$ cat src/rtl/alu_pkg.sv
// rtl/alu_pkg.sv - shared ALU definitions: entry-stage encoding, opcode width and opcodes
package alu_pkg;

  localparam int OP_WIDTH = 3;

  typedef enum logic [1:0] {
    GET_A  = 2'd0,
    GET_B  = 2'd1,
    GET_OP = 2'd2,
    ISSUE  = 2'd3
  } state_t;

  localparam logic [OP_WIDTH-1:0] OP_ADD = 3'd0;
  localparam logic [OP_WIDTH-1:0] OP_SUB = 3'd1;
  localparam logic [OP_WIDTH-1:0] OP_AND = 3'd2;
  localparam logic [OP_WIDTH-1:0] OP_OR  = 3'd3;
  localparam logic [OP_WIDTH-1:0] OP_XOR = 3'd4;
  localparam logic [OP_WIDTH-1:0] OP_NOT = 3'd5;
  localparam logic [OP_WIDTH-1:0] OP_SHL = 3'd6;
  localparam logic [OP_WIDTH-1:0] OP_SHR = 3'd7;

endpackage

$ cat src/rtl/key_debouncer.sv
// rtl/key_debouncer.sv - 2-FF synchronizer, stability counter and one-cycle press pulse
module key_debouncer #(
  parameter int DEBOUNCE_CYCLES = 500000
) (
  input  logic clk,
  input  logic rst_n,
  input  logic key_n,
  output logic press
);

  localparam int CW = $clog2(DEBOUNCE_CYCLES) + 1;

  logic          sync1_q, sync2_q;
  logic          level_q;
  logic [CW-1:0] cnt_q;

  always_ff @(posedge clk or negedge rst_n) begin
    if (!rst_n) begin
      sync1_q <= 1'b1;
      sync2_q <= 1'b1;
      level_q <= 1'b1;
      cnt_q   <= '0;
      press   <= 1'b0;
    end else begin
      sync1_q <= key_n;
      sync2_q <= sync1_q;
      press   <= 1'b0;
      if (sync2_q != level_q) begin
        if (cnt_q == CW'(DEBOUNCE_CYCLES - 1)) begin
          level_q <= sync2_q;
          cnt_q   <= '0;
          // Only the debounced falling edge is a press; release is silent.
          press   <= ~sync2_q;
        end else begin
          cnt_q <= cnt_q + 1'b1;
        end
      end else begin
        cnt_q <= '0;
      end
    end
  end

endmodule

$ cat src/rtl/alu_operand_loader.sv
// rtl/alu_operand_loader.sv - captures A, B and opcode from switches and issues them to the ALU
// Define OPERAND_SIGN_EXT_EN to sign-extend switch operands instead of zero-extending.
module alu_operand_loader
  import alu_pkg::*;
#(
  parameter int WORD_SIZE       = 16,
  parameter int SW_WIDTH        = 10,
  parameter int OP_WIDTH        = alu_pkg::OP_WIDTH,
  parameter int DEBOUNCE_CYCLES = 500000
) (
  input  logic                 CLOCK_50,
  input  logic                 rst_n,
  input  logic [SW_WIDTH-1:0]  sw,
  input  logic                 key_enter_n,
  input  logic                 key_clear_n,
  output logic [WORD_SIZE-1:0] a_o,
  output logic [WORD_SIZE-1:0] b_o,
  output logic [OP_WIDTH-1:0]  op_o,
  output logic                 valid_o,
  input  logic                 ready_i,
  output logic [1:0]           stage_o
);

  logic [SW_WIDTH-1:0]  sw_meta_q, sw_sync;
  logic                 enter_pulse, clear_pulse;
  logic [WORD_SIZE-1:0] sw_ext;

  state_t               state_q, state_d;
  logic [WORD_SIZE-1:0] a_d, b_d;
  logic [OP_WIDTH-1:0]  op_d;
  logic                 valid_d;

  key_debouncer #(.DEBOUNCE_CYCLES(DEBOUNCE_CYCLES)) u_enter (
    .clk   (CLOCK_50),
    .rst_n (rst_n),
    .key_n (key_enter_n),
    .press (enter_pulse)
  );

  key_debouncer #(.DEBOUNCE_CYCLES(DEBOUNCE_CYCLES)) u_clear (
    .clk   (CLOCK_50),
    .rst_n (rst_n),
    .key_n (key_clear_n),
    .press (clear_pulse)
  );

  always_ff @(posedge CLOCK_50 or negedge rst_n) begin
    if (!rst_n) begin
      sw_meta_q <= '0;
      sw_sync   <= '0;
    end else begin
      sw_meta_q <= sw;
      sw_sync   <= sw_meta_q;
    end
  end

  // The size cast widens or truncates to WORD_SIZE in either build.
`ifdef OPERAND_SIGN_EXT_EN
  assign sw_ext = WORD_SIZE'($signed(sw_sync));
`else
  assign sw_ext = WORD_SIZE'(sw_sync);
`endif

  always_ff @(posedge CLOCK_50 or negedge rst_n) begin
    if (!rst_n) begin
      state_q <= GET_A;
      a_o     <= '0;
      b_o     <= '0;
      op_o    <= '0;
      valid_o <= 1'b0;
    end else begin
      state_q <= state_d;
      a_o     <= a_d;
      b_o     <= b_d;
      op_o    <= op_d;
      valid_o <= valid_d;
    end
  end

  always_comb begin
    state_d = state_q;
    a_d     = a_o;
    b_d     = b_o;
    op_d    = op_o;
    valid_d = valid_o;
    case (state_q)
      // Buttons are ignored here so the triple stays stable for the handshake.
      ISSUE: begin
        if (ready_i) begin
          valid_d = 1'b0;
          state_d = GET_A;
        end
      end
      default: begin
        if (clear_pulse) begin
          state_d = GET_A;
          a_d     = '0;
          b_d     = '0;
          op_d    = '0;
        end else if (enter_pulse) begin
          case (state_q)
            GET_A: begin
              a_d     = sw_ext;
              state_d = GET_B;
            end
            GET_B: begin
              b_d     = sw_ext;
              state_d = GET_OP;
            end
            GET_OP: begin
              op_d    = sw_sync[OP_WIDTH-1:0];
              valid_d = 1'b1;
              state_d = ISSUE;
            end
            default: ;
          endcase
        end
      end
    endcase
  end

  assign stage_o = state_q;

endmodule

$ cat config.mk
export PLATFORM = sky130hd
export DESIGN_NAME = alu_operand_loader
export DESIGN_NICKNAME = d
export VERILOG_FILES = /design/src/rtl/alu_pkg.sv /design/src/rtl/key_debouncer.sv /design/src/rtl/alu_operand_loader.sv
export SDC_FILE = /design/constraint.sdc
export NUM_CORES = 1
export LEC_CHECK = 0
export ABC_AREA = 1
export BUFFER_PORTS_ARGS = -buffer_cell sky130_fd_sc_hd__buf_2
export CORE_ASPECT_RATIO = 0.7
export CORE_MARGIN = 2
export CORE_UTILIZATION = 50
export DETAILED_ROUTE_END_ITERATION = 6
export PLACE_DENSITY = 0.71
export SLEW_MARGIN = 20
export SYNTH_ARGS = -nofsm -noshare
export SYNTH_HDL_FRONTEND = slang
export SYNTH_SLANG_ARGS = --single-unit
$ cat constraint.sdc
create_clock -name CLOCK_50 -period 2.2 [get_ports CLOCK_50]
set_input_delay 0.11 -clock CLOCK_50 [delete_from_list [all_inputs] [get_ports CLOCK_50]]
set_output_delay 0.11 -clock CLOCK_50 [all_outputs]
set_load 0.02 [all_outputs]
-- Yosys cells after proc, flatten, opt, wreduce, memory -nomap -nowiden
Cells that the tools add are included.
- bits in registers: 106
- output and inout port bits: 38
- logic and storage cells: 74
- add/subtract/negate cells: 2
- equality and inequality tests: 9
- muxes and demuxes: 27
- bitwise gates (word level): 3
- reductions and logical operators: 16
- operator list (operator ; count):
    $mux W16 ; 6
    $mux W20 ; 4
    $add A20 B1 Y20 const B ; 2
    $eq A20 B19 Y1 const B ; 2
    $reduce_and A3 Y1 ; 4
    $reduce_bool A2 Y1 ; 6
    $mux W1 ; 9
    $mux W3 ; 3
    $mux W2 ; 4
    $pmux W2 S3 ; 1
    $reduce_bool A5 Y1 ; 1
    $eq A2 B2 Y1 const B ; 2
    $ne A2 B2 Y1 const B ; 2
    $reduce_and A2 Y1 ; 2
    $reduce_and A4 Y1 ; 1
    $not A1 Y1 ; 3
    $reduce_bool A3 Y1 ; 1
    $eq A2 B1 Y1 const B ; 1
    $logic_not A2 Y1 ; 1
    $ne A1 B1 Y1 ; 2

-- Logic depth before layout (Yosys ltp)
- depth after elaboration: 5
- mapped depth: 9
- depth with buffers taken out: 9

-- Modules after synthesis
A second synthesis with hierarchy kept.
- cell total of the unflattened synthesis: 533
- area total of the unflattened synthesis: 4556.9 um^2
- modules (own cells, without submodules) (module ; times used ; cells an instance ; area each (um^2) ; seq. area each (um^2)):
    key_debouncer ; 2 ; 171 ; 1343.8 ; 604.3
    alu_operand_loader ; 1 ; 191 ; 1869.3 ; 1151.1

-- Worst setup path after synthesis
Ideal clock, no wire load.
- path kind: register to register
- start point: reg state_q[0], in the netlist stage_o[0]
- end point: reg a_o[0]
- setup time: 0.125 ns
- arrival time: 1.545 ns
- setup slack: 0.530 ns
- stages on the path, launching flop included: 6
- period minus slack after synthesis: 1.670 ns
- cells stage by stage: dfrtp_1 -> ha_1 -> inv_2 -> nand2_4 -> o21ai_4 -> mux2_2
- longest elaborated chain between the ends: 3
- elaborated cells between the ends (all ways): 5
- classes of those cells: eq/ne: 1; bitwise: 1; reduce/logical: 3
- RTL lines (what ; line ; RTL):
    from (decl) ; alu_operand_loader.sv:28 ; state_t state_q, state_d;
    from (signal assigned) ; alu_operand_loader.sv:72 ; state_q <= state_d;
    $logic_not A2 Y1 or $eq A2 B2 Y1 (tied branches) ; alu_operand_loader.sv:101, alu_operand_loader.sv:86 ;
    $reduce_bool A2 Y1 (no line) or $not A1 Y1 (tied branches) ; -- ;
    $reduce_and A3 Y1 (no line) (*) ; -- ;
    to (signal assigned) ; alu_operand_loader.sv:67 ; a_o <= '0;
    to (signal assigned) ; alu_operand_loader.sv:73 ; a_o <= a_d;
    to (decl) ; alu_operand_loader.sv:16 ; output logic [WORD_SIZE-1:0] a_o,
Mark *: on every way between the ends. The rest lies on a longest branch, timed or not.
A chain may end at the register's enable or synchronous reset.

-- Final worst setup path
- start point: reg state_q[0], in the netlist stage_o[0]
- end point: reg a_o[8]
The elaborated chain is that of the path after synthesis.

==> out/metrics.yaml <==
arrival_ns: 1.96
clockPowerShare_pct: 45.9
outcome: "complete, no violations"
max_freq_mhz: 578
powerDensity_nw_per_um2: 685
yosys-top-cells-area: "dfrtp_1, nor2_1, nand2_1"
crit_type: "reg2reg"
fillers: 770
syn_area_per_cell_um2: 8.99
clock_sinks: 94
cts.clk_slew.worst_paths_ns: 0.07
track_usage_pct: 21.2
yosysSeqAreaShare_pct: 53.7
rsz0062_at_grt: "no"
start_util_pct: 51.6
hpwl_um: 6400
fp-row-count: 28
viasPerCell: 4.93
yosys.area.top_type: "dfrtp_1"
synthCells: 489
setup_tns_ns: 0
synth_area_um2: 4400
drc: 0
setup_ws_ns: 0.469
cts_buffers: 9
pwr-share-comb_pct: 3.8
crit_required_ns: 2.43
p_int_mw: 2.76
synth_top_cell_area_share_pct: 50.1
finalCritPeriodShare_pct: 78.7
hp-class: "in2async"
skew_ns: 0.0103
drive_gt1_share_pct: 19.4
yosys_warnings: 0
final_max_slew_viol_count: 0
peakVddDrop_v: 0.000589
wirelength_um: 9050
die_h_um: 82.5
grt_max_degree: 51
cts_tree: "yes"
antenna_cells: 0
final_common_cell: "nor2_1"
drtAntennaViolNets: 0
finalSetupViolCount: 0
post_cts_buffers: 0
cp-end-kind: "flip-flop"
cts_max_level: 3
p_switching_mw: 0.774
startpoint: "stage_o[0]$_DFFE_PN0P_"
routedWlPerCell_um: 13.4
total_leakage_power_nw: 2.44
pre_cts_slack_ns: 0.491
drtIter0Drc: 354
cp-start-kind: "flip-flop"
cap_violations: 0
clk_latency_ns: 0.34
grt.overflow.total: 0
ioPinCount: 53
synthDistinctLibCells: 35
grt_first_pass_wirelength_um: 15500
ctsRootBufferMaster: "clkbuf_16"
finalPower_mw: 3.53
clk_path_buf_depth: 2
r2r_start: "stage_o[0]$_DFFE_PN0P_"
gp_congestion: 0.919
grt_pass1_vias: 3187
worst-path-max-fanout: 10
worstRegToRegCells: 5
vias: 3331
synth-seq-cells: 94
cts-resized-gates: 0
die-width_um: 116
numPortBuffers: 40
final_cell_mix: "nor2_1, dfrtp_1, nand2_1"
swShare_pct: 21.9
r2r_slack_ns: 0.47
tightest_slew_ns: 0.603
finalNetCount: 572
syn_to_final_growth_pct: 17.3
period_needed_ns: 1.73
final_hold_viol_count: 0
die_area_um2: 9570
r2r-end: "a_o[8]$_DFFE_PN0P_"
grt_antenna_before_repair: 0
p_seq_share_pct: 50.3
core-area_um2: 8510
relSlewSlack_pct: 59.6
dr.pass1.iters: 5
-- worst max-delay path, stage by stage, from the launching register on --
cell and delay, ns:
dfrtp_1 0.41, ha_1 0.28, inv_2 0.12, nand2_4 0.09, o21ai_4 0.32, mux2_2 0.38
-- synthesized netlist by cell type (all sizes together) --
cell type	n
o21a	1
nand2	92
inv	65
nor3	8
or2	1
ha	6
dfrtp	88
dfstp	6
a21boi	1
nor3b	3
nand3b	1
buf	15
xor2	13
conb	1
nor2	105
nand4	8
a31oi	1
a21oi	2
o21ai	21
xnor2	7
nand3	31
mux2	13
-- worst max path at each step --
| stage | cells past startpoint | endpoint | slack (ns) |
|---|---|---|---|
| 5_1_grt | 5 | a_o[1]$_DFFE_PN0P_ | 0.38 |
| 2_1_floorplan | 5 | a_o[0]$_DFFE_PN0P_ | 0.53 |
| 4_1_cts | 5 | a_o[8]$_DFFE_PN0P_ | 0.46 |
| 3_3_place_gp | 5 | a_o[5]$_DFFE_PN0P_ | 0.56 |
| 6_report | 5 | a_o[8]$_DFFE_PN0P_ | 0.47 |
| 3_5_place_dp | 5 | a_o[4]$_DFFE_PN0P_ | 0.49 |
-- cells by family after synthesis --
family | Yosys count | share of synthesized area (%)
compound gates | 26 | 3.70
xor+xnor | 20 | 3.98
fa+ha+maj | 6 | 1.71
buf+inv | 80 | 8.08
flops | 94 | 53.7
mux | 13 | 3.33
other cells | 1 | 0.0853
simple gates | 249 | 25.4
-- timing repair --
action,CTS,global route
setup endpoints to repair,0,0
endpoints found under the hold margin,57,0
hold buffers,14,0
-- metrics by stage --
stage / hold WS (ns) / instance area [µm²] / instances / util (%)
3_5_place_dp: 0.151 / 4700 / 646 / 55.2
4_1_cts: 0.335 / 5160 / 676 / 60.6
6_report: 0.317 / 5160 / 676 / 60.6
2_1_floorplan: -0.186 / 4440 / 500 / -
5_1_grt: 0.348 / 5160 / 676 / 60.6
3_3_place_gp: 0.150 / 4700 / 646 / 55.2
-- layout make-up --
class	count	area (µm²)	share of cell area [%]
clock buffer	11	253	4.90
inverter	65	244	4.73
multi-input combinational	326	1720	33.4
sequential	94	2360	45.8
clock inverter	5	65.1	1.26
tap	120	150	2.91
timing repair buffer	55	363	7.04
-- sequential cells by signal, indices dropped and copies added (netlist names) --
register         cells
u_clear.cnt_q       20
u_enter.cnt_q       20
a_o                 10
b_o                 10
sw_meta_q           10
sw_sync             10
op_o                 3
stage_o              2
u_clear.level_q      1
u_clear.press        1
u_clear.sync1_q      1
u_clear.sync2_q      1
u_enter.level_q      1
u_enter.press        1
u_enter.sync1_q      1
u_enter.sync2_q      1
valid_o              1
-- metal layers --
metal | vias to the layer above | wire length [µm] | track usage, %
li1 | 1621 | - | -
met3 | 8 | 624 | 5.55
met4 | 0 | 73 | 5.60
met5 | - | 0 | 0
met2 | 140 | 4090 | 32.9
met1 | 1562 | 4260 | 29.9
-- power by group through the flow --
| stage | Clock [mW] | Combinational, mW | Sequential (mW) |
|---|---|---|---|
| floorplan | 0 | 0.0688 | 1.80 |
| global placement | 0 | 0.114 | 1.81 |
| detailed placement | 0 | 0.116 | 1.81 |
| CTS | 1.65 | 0.136 | 1.78 |
| global route | 1.74 | 0.155 | 1.78 |
| finish | 1.62 | 0.133 | 1.78 |
No activity file was read; power rests on OpenSTA's default activity.
